<file path="config.mk">
export PLATFORM = sky130hd
export DESIGN_NAME = muldiv_seq_ctrl_flat
export DESIGN_NICKNAME = d
export VERILOG_FILES = /design/src/rtl/muldiv_seq_ctrl_if.sv /design/src/rtl/muldiv_seq_ctrl.sv /design/src/flat_wrapper.sv
export SDC_FILE = /design/constraint.sdc
export NUM_CORES = 1
export LEC_CHECK = 0
export BUFFER_PORTS_ARGS = -buffer_cell sky130_fd_sc_hd__buf_4
export CAP_MARGIN = 10
export CORE_MARGIN = 2
export CORE_UTILIZATION = 45
export DETAILED_ROUTE_END_ITERATION = 10
export PLACE_DENSITY_LB_ADDON = 0.15
export SYNTH_ARGS = -nofsm -noshare
export SYNTH_HDL_FRONTEND = slang
export SYNTH_SLANG_ARGS = --single-unit
</file>
<file path="constraint.sdc">
create_clock -name clk -period 1.51 [get_ports clk]
set_input_delay 0.0755 -clock clk [delete_from_list [all_inputs] [get_ports clk]]
set_output_delay 0.0755 -clock clk [all_outputs]
set_load 0.01 [all_outputs]
</file>
<file path="src/rtl/muldiv_seq_ctrl_if.sv">
// Handshake bundle between the Execute-stage pipeline control and the
// multiply/divide sequencer.
//   master : pipeline side; drives the op description, kill and hold_ext.
//   slave  : sequencer side; returns start/type/count, stall/bubble and
//            result/abort strobes.
interface muldiv_seq_ctrl_if #(
  parameter int CNT_W = 6
);
  logic             op_valid_E;
  logic             op_is_div_E;
  logic             div_zero_E;
  logic             kill;
  logic             hold_ext;
  logic             start;
  logic             unit_is_div;
  logic [CNT_W-1:0] iter_cnt;
  logic             stall_FDE;
  logic             bubble_M;
  logic             result_valid;
  logic             abort;

  modport master (
    output op_valid_E, op_is_div_E, div_zero_E, kill, hold_ext,
    input  start, unit_is_div, iter_cnt, stall_FDE, bubble_M, result_valid, abort
  );

  modport slave (
    input  op_valid_E, op_is_div_E, div_zero_E, kill, hold_ext,
    output start, unit_is_div, iter_cnt, stall_FDE, bubble_M, result_valid, abort
  );
endinterface

</file>
<file path="src/rtl/muldiv_seq_ctrl.sv">
// Sequencer for the iterative mul/div unit beside the Execute-stage ALU.
// Accepts an M-extension op in E, starts the unit, stalls F/D/E and bubbles
// M while the unit iterates, then presents the result for one E cycle
// (longer if the pipeline is held externally).
// Ports:
//   clk  : clock, rising edge
//   rst  : asynchronous reset, active low
//   bus  : muldiv_seq_ctrl_if slave (op in, start/stall/bubble/result out)
module muldiv_seq_ctrl #(
  parameter int MUL_CYCLES = 2,
  parameter int DIV_CYCLES = 32,
  parameter int CNT_W      = 6
) (
  input  logic              clk,
  input  logic              rst,
  muldiv_seq_ctrl_if.slave  bus
);

  localparam logic [CNT_W-1:0] MUL_LAST = CNT_W'(MUL_CYCLES - 1);
  localparam logic [CNT_W-1:0] DIV_LAST = CNT_W'(DIV_CYCLES - 1);

  typedef enum logic [1:0] {IDLE, RUN, DONE} state_t;

  state_t           state, state_n;
  logic [CNT_W-1:0] cnt, cnt_n;
  logic             is_div, is_div_n;
  logic             accept;

  always_ff @(posedge clk or negedge rst) begin
    if (!rst) begin
      state  <= IDLE;
      cnt    <= '0;
      is_div <= 1'b0;
    end else begin
      state  <= state_n;
      cnt    <= cnt_n;
      is_div <= is_div_n;
    end
  end

  // Combinational outputs are qualified with rst so everything reads 0
  // while reset is held, even if the op inputs are active.
  always_comb begin
    state_n          = state;
    cnt_n            = cnt;
    is_div_n         = is_div;
    accept           = 1'b0;
    bus.start        = 1'b0;
    bus.stall_FDE    = 1'b0;
    bus.result_valid = 1'b0;
    bus.abort        = 1'b0;
    unique case (state)
      IDLE: begin
        accept = rst && bus.op_valid_E && !bus.kill;
        if (accept) begin
          bus.start = 1'b1;
          is_div_n  = bus.op_is_div_E;
          if (bus.op_is_div_E && bus.div_zero_E) begin
            // Divide by zero has a fixed architectural result; skip iterating.
            state_n = DONE;
            cnt_n   = '0;
          end else begin
            state_n = RUN;
            cnt_n   = bus.op_is_div_E ? DIV_LAST : MUL_LAST;
          end
        end
      end
      RUN: begin
        if (bus.kill) begin
          bus.abort = rst;
          state_n   = IDLE;
          cnt_n     = '0;
        end else begin
          bus.stall_FDE = rst;
          if (cnt == '0) state_n = DONE;
          else           cnt_n   = cnt - 1'b1;
        end
      end
      DONE: begin
        // No re-accept here: op_valid_E still reflects the finishing op.
        if (bus.kill) begin
          bus.abort = rst;
          state_n   = IDLE;
        end else begin
          bus.result_valid = rst;
          if (!bus.hold_ext) state_n = IDLE;
        end
      end
      default: state_n = IDLE;
    endcase
    if (accept) bus.stall_FDE = 1'b1;
  end

  assign bus.bubble_M    = bus.stall_FDE;
  assign bus.unit_is_div = is_div;
  assign bus.iter_cnt    = cnt;

endmodule

</file>
<file path="src/flat_wrapper.sv">
// flat-port wrapper written by rule: the top's interface ports become plain ports
module muldiv_seq_ctrl_flat 
#(
  parameter int MUL_CYCLES = 2,
  parameter int DIV_CYCLES = 32,
  parameter int CNT_W      = 6
)
  (clk, rst, bus_op_valid_E, bus_op_is_div_E, bus_div_zero_E, bus_kill, bus_hold_ext, bus_start, bus_unit_is_div, bus_iter_cnt, bus_stall_FDE, bus_bubble_M, bus_result_valid, bus_abort);
  muldiv_seq_ctrl_if #(.CNT_W(CNT_W)) bus_i ();
  input  logic clk;
  input  logic rst;
  input wire logic [$bits(bus_i.op_valid_E)-1:0] bus_op_valid_E;
  input wire logic [$bits(bus_i.op_is_div_E)-1:0] bus_op_is_div_E;
  input wire logic [$bits(bus_i.div_zero_E)-1:0] bus_div_zero_E;
  input wire logic [$bits(bus_i.kill)-1:0] bus_kill;
  input wire logic [$bits(bus_i.hold_ext)-1:0] bus_hold_ext;
  output wire logic [$bits(bus_i.start)-1:0] bus_start;
  output wire logic [$bits(bus_i.unit_is_div)-1:0] bus_unit_is_div;
  output wire logic [$bits(bus_i.iter_cnt)-1:0] bus_iter_cnt;
  output wire logic [$bits(bus_i.stall_FDE)-1:0] bus_stall_FDE;
  output wire logic [$bits(bus_i.bubble_M)-1:0] bus_bubble_M;
  output wire logic [$bits(bus_i.result_valid)-1:0] bus_result_valid;
  output wire logic [$bits(bus_i.abort)-1:0] bus_abort;
  assign bus_i.op_valid_E = bus_op_valid_E;
  assign bus_i.op_is_div_E = bus_op_is_div_E;
  assign bus_i.div_zero_E = bus_div_zero_E;
  assign bus_i.kill = bus_kill;
  assign bus_i.hold_ext = bus_hold_ext;
  assign bus_start = bus_i.start;
  assign bus_unit_is_div = bus_i.unit_is_div;
  assign bus_iter_cnt = bus_i.iter_cnt;
  assign bus_stall_FDE = bus_i.stall_FDE;
  assign bus_bubble_M = bus_i.bubble_M;
  assign bus_result_valid = bus_i.result_valid;
  assign bus_abort = bus_i.abort;
  muldiv_seq_ctrl #(.MUL_CYCLES(MUL_CYCLES), .DIV_CYCLES(DIV_CYCLES), .CNT_W(CNT_W)) u_core (.clk(clk), .rst(rst), .bus(bus_i));
endmodule
</file>
# --- Word-level counts from Yosys, hierarchy flattened ---
# Cells that the tools add are included.
totals:
  out_inout_bits: 12
  in_bits: 7
  reg_bits: 9
  word_cells: 43
classes:
  n_reduce_logical: 11
  mux: 22
  addsub: 1
  n_eq_ne: 6
op_table:
  columns: ["cell", "n"]
  rows:
  - ["$mux W6", 4]
  - ["$mux W2", 6]
  - ["$pmux W6 S2", 1]
  - ["$mux W1", 9]
  - ["$logic_not A6 Y1", 1]
  - ["$ne A3 B3 Y1 const B", 2]
  - ["$pmux W2 S3", 1]
  - ["$reduce_and A3 Y1", 2]
  - ["$sub A6 B1 Y6 const B", 1]
  - ["$mux W5", 1]
  - ["$logic_and A1 B1 Y1", 3]
  - ["$ne A3 B2 Y1 const B", 1]
  - ["$eq A2 B1 Y1 const B", 1]
  - ["$eq A2 B2 Y1 const B", 1]
  - ["$logic_not A2 Y1", 1]
  - ["$ne A2 B1 Y1 const B", 1]
  - ["$reduce_and A2 Y1", 1]
  - ["$reduce_bool A2 Y1", 1]
  - ["$reduce_or A2 Y1", 1]
  - ["$logic_not A1 Y1", 1]

# --- Longest topological paths before layout ---
# Gate-level depths: netlist (run 1).
depth:
  depth_word: 4
  ltp_mapped: 7
  ltp_nobuf: 6

# --- Least setup slack after synthesis (run 1) ---
# OpenSTA, ideal clock, no wires.
synth_path:
  kind: "register -> register"
  start: "reg u_core.cnt[0], in the netlist u_core.bus.iter_cnt[0]"
  end: "reg u_core.state[0]"
  period_less_slack_ns: 1.566
  arrival_time_ns: 1.432
  n_path_buf: 0
  path_slack_ns: -0.056
  stages_incl_launch_ff: 7
  required_ns: 1.376
  setup_ns: 0.134
  path_cell_list: "dfrtp_1 > inv_1 > ha_1 > nor2b_1 > a21oi_2 > a211oi_2 > o32ai_1"
synth_via:
  elab_chain_cells: 3
synth_rtl:
  columns: ["element", "line_no", "source"]
  rows:
  - ["from (decl)", "muldiv_seq_ctrl.sv:25", "logic [CNT_W-1:0] cnt, cnt_n;"]
  - ["from (signal assigned)", "muldiv_seq_ctrl.sv:36", "cnt <= cnt_n;"]
  - ["$logic_not A6 Y1", "muldiv_seq_ctrl.sv:75", "if (cnt == '0) state_n = DONE;"]
  - ["$ne A3 B2 Y1 (no source line)", null, null]
  - ["$reduce_and A3 Y1 (no source line)", null, null]
  - ["to (signal assigned)", "muldiv_seq_ctrl.sv:35", "state <= state_n;"]
  - ["to (decl)", "muldiv_seq_ctrl.sv:24", "state_t state, state_n;"]
# No other way between the ends.
# A chain may end at the register's enable or synchronous reset.

# --- Worst setup path in the final report (run 1) ---
layout_path:
  start: "reg u_core.state[1]"
  end: "reg u_core.cnt[1], in the netlist u_core.bus.iter_cnt[1]"
layout_via:
  elab_chain_cells: 3
  elab_cells_between_ends: 7
  classes_between: "eq/ne (3); mux (1); reduce/logical (3)"
layout_rtl:
  columns: ["element", "line_no", "source"]
  rows:
  - ["$eq A2 B1 Y1 / $logic_not A2 Y1 (equally long branches)", "muldiv_seq_ctrl.sv:52", "unique case (state)"]
  - ["$ne A3 B3 Y1 (no source line), or another cell as far along", null, null]
  - ["$reduce_and A3 Y1 (no source line)", null, null]
# Parallel ways exist; a longest one is shown, timed or not.

==> out/results.txt, run 1 <==
Least-Margin Pin Slew: 0.4292 ns
final setup vio count: 7
status: finished with violations
Netlist Area Pre-Place: 678.2 um^2
Unique masters post-synth: 32
Wirelength per Cell: 14.70 um
Mapped Nets: 82
post-synthesis area per instance: 9.688 um^2
HPWL Detailed: 1.247 mm
clock slew at reported path FFs: 0.07 ns
WP data arrival: 1.73 ns
RR Endpoint: u_core.bus.iter_cnt[1]
synth-to-layout area growth: 55.35%
area share of the largest cell type after synthesis: 33.21%
IO buf count: 18
die extent in x: 42.82 um
clock root cell: clkbuf_4
DRT Pass-1 Iters: 4
global-route wire length before repair: 3.049 mm
GP Congestion: 0.7881
worst hold path depth: 2
hold_sp: bus_op_is_div_E
Yosys warning total: 0
Layout Utilization: 72.46%
Placed Instances: 114
Max-Cap Viols: 0
Tmin final: 1.576 ns
DRT Wirelength: 1.823 mm
total congestion overflow: 0
sequential fraction of the synthesis area: 33.21%
later-pin clock latency in the skew report: 0.27 ns
Final ANT Viol Nets: 0
DRC Markers: 0
RSZ-0062 raised after global routing: yes
final std cells w/o fill: 124
synthesized instance count: 70
Initial Utilization: 46.64%
Initial DRC Count: 9
Longest Clk Path Bufs: 2
PnR worst setup slack: -0.06581 ns
period utilization: 104.4%
FF-to-FF setup slack: -0.07 ns
Yosys top cell by area: dfrtp_1
Hold Vio Cnt, Final: 0
fin area: 1054 um^2
Achievable Freq: 634.6 MHz
share of layout cells above drive strength 1: 54.63%
via count of the routed design: 671
antenna cells: 0
Worst EP required: 1.66 ns
Hold Crit Class: primary input to flop
Die Area: 1834 um^2
clock sinks: 9
largest net degree at the start of global routing: 10
routed vias/inst: 5.411
initial antenna violation count: 0
PwrDens: 1734 nW/um^2
row count: 14
Reg2Reg Depth: 7
area post-placement: 907.1 um^2
final net count: 121
Hold Path End: u_core.bus.unit_is_div
CP Max Fanout: 8
type of the worst setup path: flop to flop
#FFs+latches synth: 9
Pleak: 0.5098 nW
Worst IR Drop VDD: 1.019 mV
crit path launch type: flop
Core Region: 1454 um^2
dominant cells by area after synthesis: dfrtp_1 (33%), ha_1 (9.2%), a21oi_1 (6.6%), o22ai_1 (4.6%), inv_1 (3.3%)
Slew HR: 71.29%
Worst setup EP type: flop
final count of pins violating max slew: 0
fill count: 101
vias in the first global route: 715
CTS tree: built
Tot GR Track Use: 22.70%
H-tree depth: 1
Post-Route Setup TNS: -0.2548 ns
TritonCTS Buffers: 3
skew final: 0.01050 ns
RR Startpoint: u_core.state[1]
Die Y: 42.82 um
num ports: 19
failing checks: setup timing
## registers in the layout, indices dropped and copies added, names as in the netlist
register / cells
u_core.bus.iter_cnt: 6
u_core.bus.unit_is_div: 1
u_core.state: 2
## report_power, final
part           switching [W]  leakage [nW]  internal [W]
clock network      0.0000902        0.0150      0.000102
registers          0.0000956         0.116      0.000329
logic               0.000561         0.379      0.000649
total               0.000747         0.510       0.00108
## placed cells by master, fill, tap and decap left out, types with 2 or more instances in the layout
cell type  count
ha_1           2
nand2_1        5
clkbuf_4       3
ha_2           2
inv_2          2
inv_1          4
buf_6          5
o22ai_1        4
buf_4         30
a2bb2oi_2      2
a21oi_1        9
nor2_1         4
dfrtp_1        9
## synth_stat cells (all sizes together)
| master | count |
|---|---|
| nand3b | 1 |
| nand2 | 5 |
| o32a | 1 |
| a211oi | 1 |
| o22ai | 5 |
| a21o | 1 |
| buf | 2 |
| and3 | 1 |
| nor3b | 1 |
| and2b | 1 |
| nand2b | 1 |
| mux2 | 1 |
| a21oi | 11 |
| nor2 | 4 |
| a2bb2oi | 3 |
| o21a | 1 |
| dfrtp | 9 |
| nor2b | 1 |
| and3b | 1 |
| ha | 5 |
| nand4 | 1 |
| o32ai | 1 |
| inv | 6 |
| a31oi | 1 |
| nor3 | 2 |
| and4b | 1 |
| o21ai | 2 |
## critical path, stage by stage, from the launching register on
cell	delay [ns]
dfrtp_1	0.37
inv_2	0.06
ha_4	0.15
and4b_2	0.23
buf_6	0.13
a21oi_4	0.24
a31oi_4	0.09
o32a_1	0.20
## stage by stage
| stage | total power (W) | hold slack, ns | setup WS, ns |
|---|---|---|---|
| 3_3_place_gp | 0.001449 | -0.07502 | 0.05370 |
| 4_1_cts | 0.001756 | 0.07737 | -0.05444 |
| 2_1_floorplan | 0.001008 | -0.2201 | 0.02406 |
| 5_1_grt | 0.001972 | 0.07980 | -0.1158 |
| 6_report | 0.001827 | 0.09471 | -0.06581 |
| 3_5_place_dp | 0.001462 | -0.07354 | 0.002736 |
## layer usage
metal	GRT usage, %	vias to the layer above	routed length, um
met5	0	-	0
met4	10.00	0	29
met3	7.660	6	86
met2	36.67	17	953
met1	27.06	315	753
li1	-	333	-
## how the worst max path moves through the flow
stage | depth (start not counted) | startpoint | to
finish | 7 | u_core.state[1] | u_core.bus.iter_cnt[1]
global route | 7 | u_core.state[1] | u_core.bus.iter_cnt[1]
CTS | 6 | u_core.state[0] | bus_bubble_M
detailed placement | 6 | u_core.state[0] | u_core.bus.iter_cnt[3]
global placement | 5 | u_core.state[0] | u_core.bus.iter_cnt[1]
floorplan | 7 | u_core.state[0] | u_core.bus.iter_cnt[1]
## logic make-up after synthesis
| kind of cell | Yosys count | synth area share, % |
|---|---|---|
| adders and majority gates | 5 | 9.225 |
| buffers and inverters | 8 | 6.089 |
| DFF | 9 | 33.21 |
| and+or+nand+nor | 20 | 18.45 |
| muxes | 1 | 1.660 |
| AOI/OAI and AO/OA | 27 | 31.37 |
## repair_timing
action | CTS | global route
buffers inserted | 3 | 2
resized for setup | 12 | 7
endpoints found under the hold margin | 9 | 0
endpoints found under the setup margin | 4 | 11
pin swaps | 3 | 5
hold buffers | 1 | 0
## cell type report
| type | instances | area, um^2 | share of cell area, % |
|---|---|---|---|
| Sequential cell | 9 | 225.2 | 21.38 |
| Multi-Input combinational cell | 53 | 467.9 | 44.42 |
| Inverter | 6 | 22.52 | 2.138 |
| Timing Repair Buffer | 36 | 291.5 | 27.67 |
| Tap cell | 16 | 20.02 | 1.900 |
| Clock buffer | 4 | 26.28 | 2.494 |
Note: power is estimated with default switching activity, not from simulation.
==> run 2: changes to the inputs <==
--- a/config.mk
+++ b/config.mk
@@ -8,9 +8,10 @@
 export BUFFER_PORTS_ARGS = -buffer_cell sky130_fd_sc_hd__buf_4
 export CAP_MARGIN = 10
 export CORE_MARGIN = 2
-export CORE_UTILIZATION = 45
+export CORE_UTILIZATION = 35
 export DETAILED_ROUTE_END_ITERATION = 10
 export PLACE_DENSITY_LB_ADDON = 0.15
+export SETUP_SLACK_MARGIN = 0.5
 export SYNTH_ARGS = -nofsm -noshare
 export SYNTH_HDL_FRONTEND = slang
 export SYNTH_SLANG_ARGS = --single-unit
==> out/results.txt, run 2 (synthesized netlist as in run 1, its figures left out) <==
Worst EP required: 1.70 ns (was 1.66 ns)
clock slew at reported path FFs: 0.06 ns (was 0.07 ns)
type of the worst setup path: flop to flop (unchanged)
status: finished with violations (unchanged)
Worst setup EP type: flop (unchanged)
Pleak: 0.5503 nW (was 0.5098 nW)
Reg2Reg Depth: 8 (was 7)
antenna cells: 0 (unchanged)
RSZ-0062 raised after global routing: yes (unchanged)
synth-to-layout area growth: 76.75% (was 55.35%)
Die Y: 48.02 um (was 42.82 um)
final setup vio count: 8 (was 7)
row count: 15 (was 14)
Tmin final: 1.586 ns (was 1.576 ns)
failing checks: setup timing (unchanged)
Die Area: 2305 um^2 (was 1834 um^2)
Placed Instances: 120 (was 114)
max reg flops: 6 (unchanged)
WHS: 0.08771 ns (was 0.09471 ns)
clock root cell: clkbuf_4 (unchanged)
global-route wire length before repair: 3.180 mm (was 3.049 mm)
Hold Vio Cnt, Final: 0 (unchanged)
via count of the routed design: 729 (was 671)
Clk pwr share: 9.6% (was 10.5%)
WP data arrival: 1.78 ns (was 1.73 ns)
Initial Utilization: 38.04% (was 46.64%)
Final ANT Viol Nets: 0 (unchanged)
num ports: 19 (unchanged)
Worst IR Drop VDD: 0.8931 mV (was 1.019 mV)
area post-placement: 908.4 um^2 (was 907.1 um^2)
fin area: 1199 um^2 (was 1054 um^2)
Core Region: 1783 um^2 (was 1454 um^2)
CTS tree: built (unchanged)
Tot GR Track Use: 20.83% (was 22.70%)
final net count: 124 (was 121)
Max-Cap Viols: 0 (unchanged)
DRT Wirelength: 2.210 mm (was 1.823 mm)
PwrDens: 1770 nW/um^2 (was 1734 nW/um^2)
later-pin clock latency in the skew report: 0.28 ns (was 0.27 ns)
vias in the first global route: 671 (was 715)
HPWL Detailed: 1.278 mm (was 1.247 mm)
Wirelength per Cell: 16.25 um (was 14.70 um)
GP Congestion: 0.8579 (was 0.7881)
switching part of the total: 41.44% (was 40.88%)
CP Max Fanout: 6 (was 8)
IO buf count: 18 (unchanged)
Achievable Freq: 630.7 MHz (was 634.6 MHz)
initial antenna violation count: 0 (unchanged)
crit path launch type: flop (unchanged)
Initial DRC Count: 22 (was 9)
routed vias/inst: 5.360 (was 5.411)
share of power burned in registers: 20.1% (was 23.3%)
total congestion overflow: 0 (unchanged)
net switching power: 0.0008794 W (was 0.0007469 W)
TritonCTS Buffers: 3 (unchanged)
H-tree depth: 1 (unchanged)
Hold Crit Class: primary input to flop (unchanged)
largest net degree at the start of global routing: 10 (unchanged)
share of layout cells above drive strength 1: 64.86% (was 54.63%)
commonest non-fill, non-tap cell in the layout: buf_4 (unchanged)
Power Internal: 0.001242 W (was 0.001080 W)
skew final: 0.01523 ns (was 0.01050 ns)
Slew HR: 70.39% (was 71.29%)
clock sinks: 9 (unchanged)
worst hold path depth: 2 (unchanged)
combinational share of power: 70.3% (was 66.2%)
period utilization: 105.0% (was 104.4%)
final std cells w/o fill: 136 (was 124)
Longest Clk Path Bufs: 2 (unchanged)
Least-Margin Pin Slew: 0.4427 ns (was 0.4292 ns)
DRT Pass-1 Iters: 4 (unchanged)
commonest cells after routing, fill and taps aside: buf_4 (21), buf_6 (17), a21oi_1 (9) (was buf_4 (30), a21oi_1 (9), dfrtp_1 (9))
final count of pins violating max slew: 0 (unchanged)
DRC Markers: 0 (unchanged)
PnR worst setup slack: -0.07555 ns (was -0.06581 ns)
die extent in x: 48.02 um (was 42.82 um)
[run 2: cell types whose count changed in the layout (fill, tap and decap cells not counted), moves of 2 or more]
cell and change:
inv_2 +2, ha_4 +2, o22ai_2 +2, buf_6 +12
buf_4 -9, o22ai_1 -2, inv_1 -2
[run 2: through the flow]
stage	setup WS (ns)	utilization (%)	total power (W)	TNS, ns
floorplan	0.04899	-	0.001035	0
global route	-0.1299	67.23	0.002251	-0.9528
finish	-0.07555	67.23	0.002122	-0.4153
global placement	0.01661	50.95	0.001423	0
detailed placement	-0.008226	50.95	0.001421	-0.01219
CTS	-0.07754	64.14	0.001975	-0.3489
[run 2: worst max-delay path, stage by stage, from the launching register on]
cell       delay (ns)
dfrtp_1          0.38
inv_2            0.06
ha_4             0.15
and4b_2          0.23
buf_6            0.13
a21oi_4          0.23
buf_6            0.15
o22ai_2          0.06
a2bb2oi_2        0.13
[run 2: power by group through the flow]
stage               logic, W  clock network, W  registers (W)
global route         0.00160          0.000220       0.000434
global placement     0.00102                 0       0.000408
finish               0.00149          0.000204       0.000426
detailed placement   0.00101                 0       0.000410
floorplan           0.000573                 0       0.000462
CTS                  0.00136          0.000205       0.000414
[run 2: per-layer routing]
metal / vias up / share of wire [%] / global-route usage (%)
li1: 344 / - / -
met1: 355 / 41 / 24.72
met2: 22 / 53 / 35.47
met3: 8 / 4.5 / 7.170
met4: 0 / 1.9 / 5.946
met5: - / 0 / 0
[run 2: area by class of cell]
class | instances | area [um^2]
clock buffers | 4 | 26.28
fillers | 131 | 584.3
inverters | 6 | 22.52
multi-input cells | 53 | 533.0
flip-flops and latches | 9 | 226.5
well taps | 25 | 31.28
repair buffers | 39 | 359.1
[run 2: path summary, 6_finish.rpt]
check | startpoint | endpoint | slack [ns]
max | u_core.state[0] | u_core.bus.iter_cnt[4] | -0.08
min | bus_op_is_div_E | u_core.bus.unit_is_div | 0.09
max reg2reg | u_core.state[0] | u_core.bus.iter_cnt[4] | -0.08
min reg2reg | u_core.bus.unit_is_div | u_core.bus.unit_is_div | 0.53
max in group asynchronous | rst | u_core.bus.iter_cnt[4] | 0.84
min in group asynchronous | rst | u_core.bus.iter_cnt[5] | 0.32
[run 2: timing repair]
item,in CTS,in global routing
hold buffers,1,0
buffers inserted,10,1
hold endpoints to repair,9,0
resized for setup,27,13
pin swaps,5,3
endpoints found under the setup margin,17,19
==> run 3: changes to the inputs <==
--- a/config.mk
+++ b/config.mk
@@ -10,6 +10,7 @@
 export CORE_MARGIN = 2
 export CORE_UTILIZATION = 35
 export DETAILED_ROUTE_END_ITERATION = 10
+export MAX_ROUTING_LAYER = met4
 export PLACE_DENSITY_LB_ADDON = 0.15
 export SETUP_SLACK_MARGIN = 0.5
 export SYNTH_ARGS = -nofsm -noshare
==> out/results.txt, run 3 (synthesized netlist as in run 1, its figures left out) <==
RSZ-0062 raised after global routing: yes (unchanged)
commonest cells after routing, fill and taps aside: buf_4 (21), buf_6 (17), a21oi_1 (9) (unchanged)
final net count: 124 (unchanged)
synth-to-layout area growth: 76.75% (unchanged)
failing checks: setup timing (unchanged)
status: finished with violations (unchanged)
Hold Crit Class: primary input to flop (unchanged)
largest net degree at the start of global routing: 10 (unchanged)
clock root cell: clkbuf_4 (unchanged)
final setup vio count: 9 (was 8)
IO buf count: 18 (unchanged)
Achievable Freq: 627.6 MHz (was 630.7 MHz)
H-tree depth: 1 (unchanged)
Worst IR Drop VDD: 0.8857 mV (was 0.8931 mV)
max reg flops: 6 (unchanged)
Initial DRC Count: 38 (was 22)
commonest non-fill, non-tap cell in the layout: buf_4 (unchanged)
DRT Wirelength: 2.187 mm (was 2.210 mm)
Worst EP required: 1.70 ns (about the same)
Tot GR Track Use: 21.48% (was 20.83%)
global-route wire length before repair: 3.180 mm (unchanged)
Least-Margin Pin Slew: 0.4666 ns (was 0.4427 ns)
later-pin clock latency in the skew report: 0.27 ns (was 0.28 ns)
Final ANT Viol Nets: 0 (unchanged)
DRT Pass-1 Iters: 5 (was 4)
vias in the first global route: 670 (was 671)
share of layout cells above drive strength 1: 64.86% (unchanged)
routed vias/inst: 5.404 (was 5.360)
die extent in x: 48.02 um (unchanged)
WHS: 0.09040 ns (was 0.08771 ns)
PwrDens: 1764 nW/um^2 (was 1770 nW/um^2)
Die Area: 2305 um^2 (unchanged)
final count of pins violating max slew: 0 (unchanged)
GP Congestion: 0.8716 (was 0.8579)
CTS tree: built (unchanged)
Worst setup EP type: flop (unchanged)
pre-CTS WS: -0.008226 ns (unchanged)
Initial Utilization: 38.04% (unchanged)
WP data arrival: 1.78 ns (about the same)
CP Max Fanout: 6 (unchanged)
Hold Vio Cnt, Final: 0 (unchanged)
period utilization: 105.5% (was 105.0%)
TritonCTS Buffers: 3 (unchanged)
Longest Clk Path Bufs: 2 (unchanged)
Die Y: 48.02 um (unchanged)
type of the worst setup path: flop to flop (unchanged)
total congestion overflow: 0 (unchanged)
num ports: 19 (unchanged)
skew final: 0.01255 ns (was 0.01523 ns)
HPWL Detailed: 1.278 mm (unchanged)
clock sinks: 9 (unchanged)
crit path launch type: flop (unchanged)
DRC Markers: 0 (unchanged)
Wirelength per Cell: 16.08 um (was 16.25 um)
initial antenna violation count: 0 (unchanged)
PnR worst setup slack: -0.08333 ns (was -0.07555 ns)
clock slew at reported path FFs: 0.06 ns (about the same)
Slew HR: 68.79% (was 70.39%)
Pleak: 0.5503 nW (unchanged)
FF-to-FF setup slack: -0.08 ns (about the same)
total power: 0.002114 W (was 0.002122 W)
Max-Cap Viols: 0 (unchanged)
Core Region: 1783 um^2 (unchanged)
Tmin final: 1.593 ns (was 1.586 ns)
via count of the routed design: 735 (was 729)
row count: 15 (unchanged)
antenna cells: 0 (unchanged)
==> run 3: cell counts in the layout (fill, tap and decap cells not counted) <==
No cell type changed its count.
==> run 3: final cells by class <==
class | count | area (um^2)
Tap cell | 25 | 31.28
Fill cell | 131 | 584.3
Sequential cell | 9 | 226.5
Clock buffer | 4 | 26.28
Inverter | 6 | 22.52
Timing Repair Buffer | 39 | 359.1
Multi-Input combinational cell | 53 | 533.0
==> run 3: timing repair <==
item	CTS	global route
pin swaps	5	3
resized for setup	27	13
endpoints found under the setup margin	17	19
hold buffers	1	0
setup buffers	10	1
hold endpoints to repair	9	0
==> run 3: per-layer routing <==
metal / wire length [um] / track usage [%]
met2: 1143 / 35.47
met5: 0 / -
met3: 119 / 7.170
met4: 37 / 5.946
met1: 887 / 24.72
==> run 3: through the flow <==
step	util [%]	cells	instance area (um^2)	TNS [ns]
3_3_place_gp	50.95	120	908.4	0
5_1_grt	67.23	136	1199	-0.9527
2_1_floorplan	-	70	693.2	0
4_1_cts	64.14	135	1144	-0.3489
3_5_place_dp	50.95	120	908.4	-0.01219
6_report	67.23	136	1199	-0.4722
==> run 3: worst max-delay path: stages (launching register included) <==
cell and delay (ns):
dfrtp_1 0.39, inv_2 0.06, ha_4 0.15, and4b_2 0.23, buf_6 0.13, a21oi_4 0.23, buf_6 0.15, o22ai_2 0.06
a2bb2oi_2 0.13
==> run 3: worst paths after layout <==
check	from	endpoint	depth (start not counted)
worst min register to register	u_core.bus.unit_is_div	u_core.bus.unit_is_div	1
worst max register to register	u_core.state[0]	u_core.bus.iter_cnt[4]	8
min in group asynchronous	rst	u_core.bus.iter_cnt[5]	2
worst min-delay path	bus_op_is_div_E	u_core.bus.unit_is_div	2
worst max-delay path	u_core.state[0]	u_core.bus.iter_cnt[4]	8
max in group asynchronous	rst	u_core.bus.iter_cnt[4]	2
==> run 3: power breakdown <==
part | leakage, nW | switching, W | internal, W
Combinational | 0.421 | 0.000682 | 0.000808
Clock | 0.0150 | 0.0000969 | 0.000102
Sequential | 0.115 | 0.0000935 | 0.000331
Total | 0.550 | 0.000873 | 0.00124
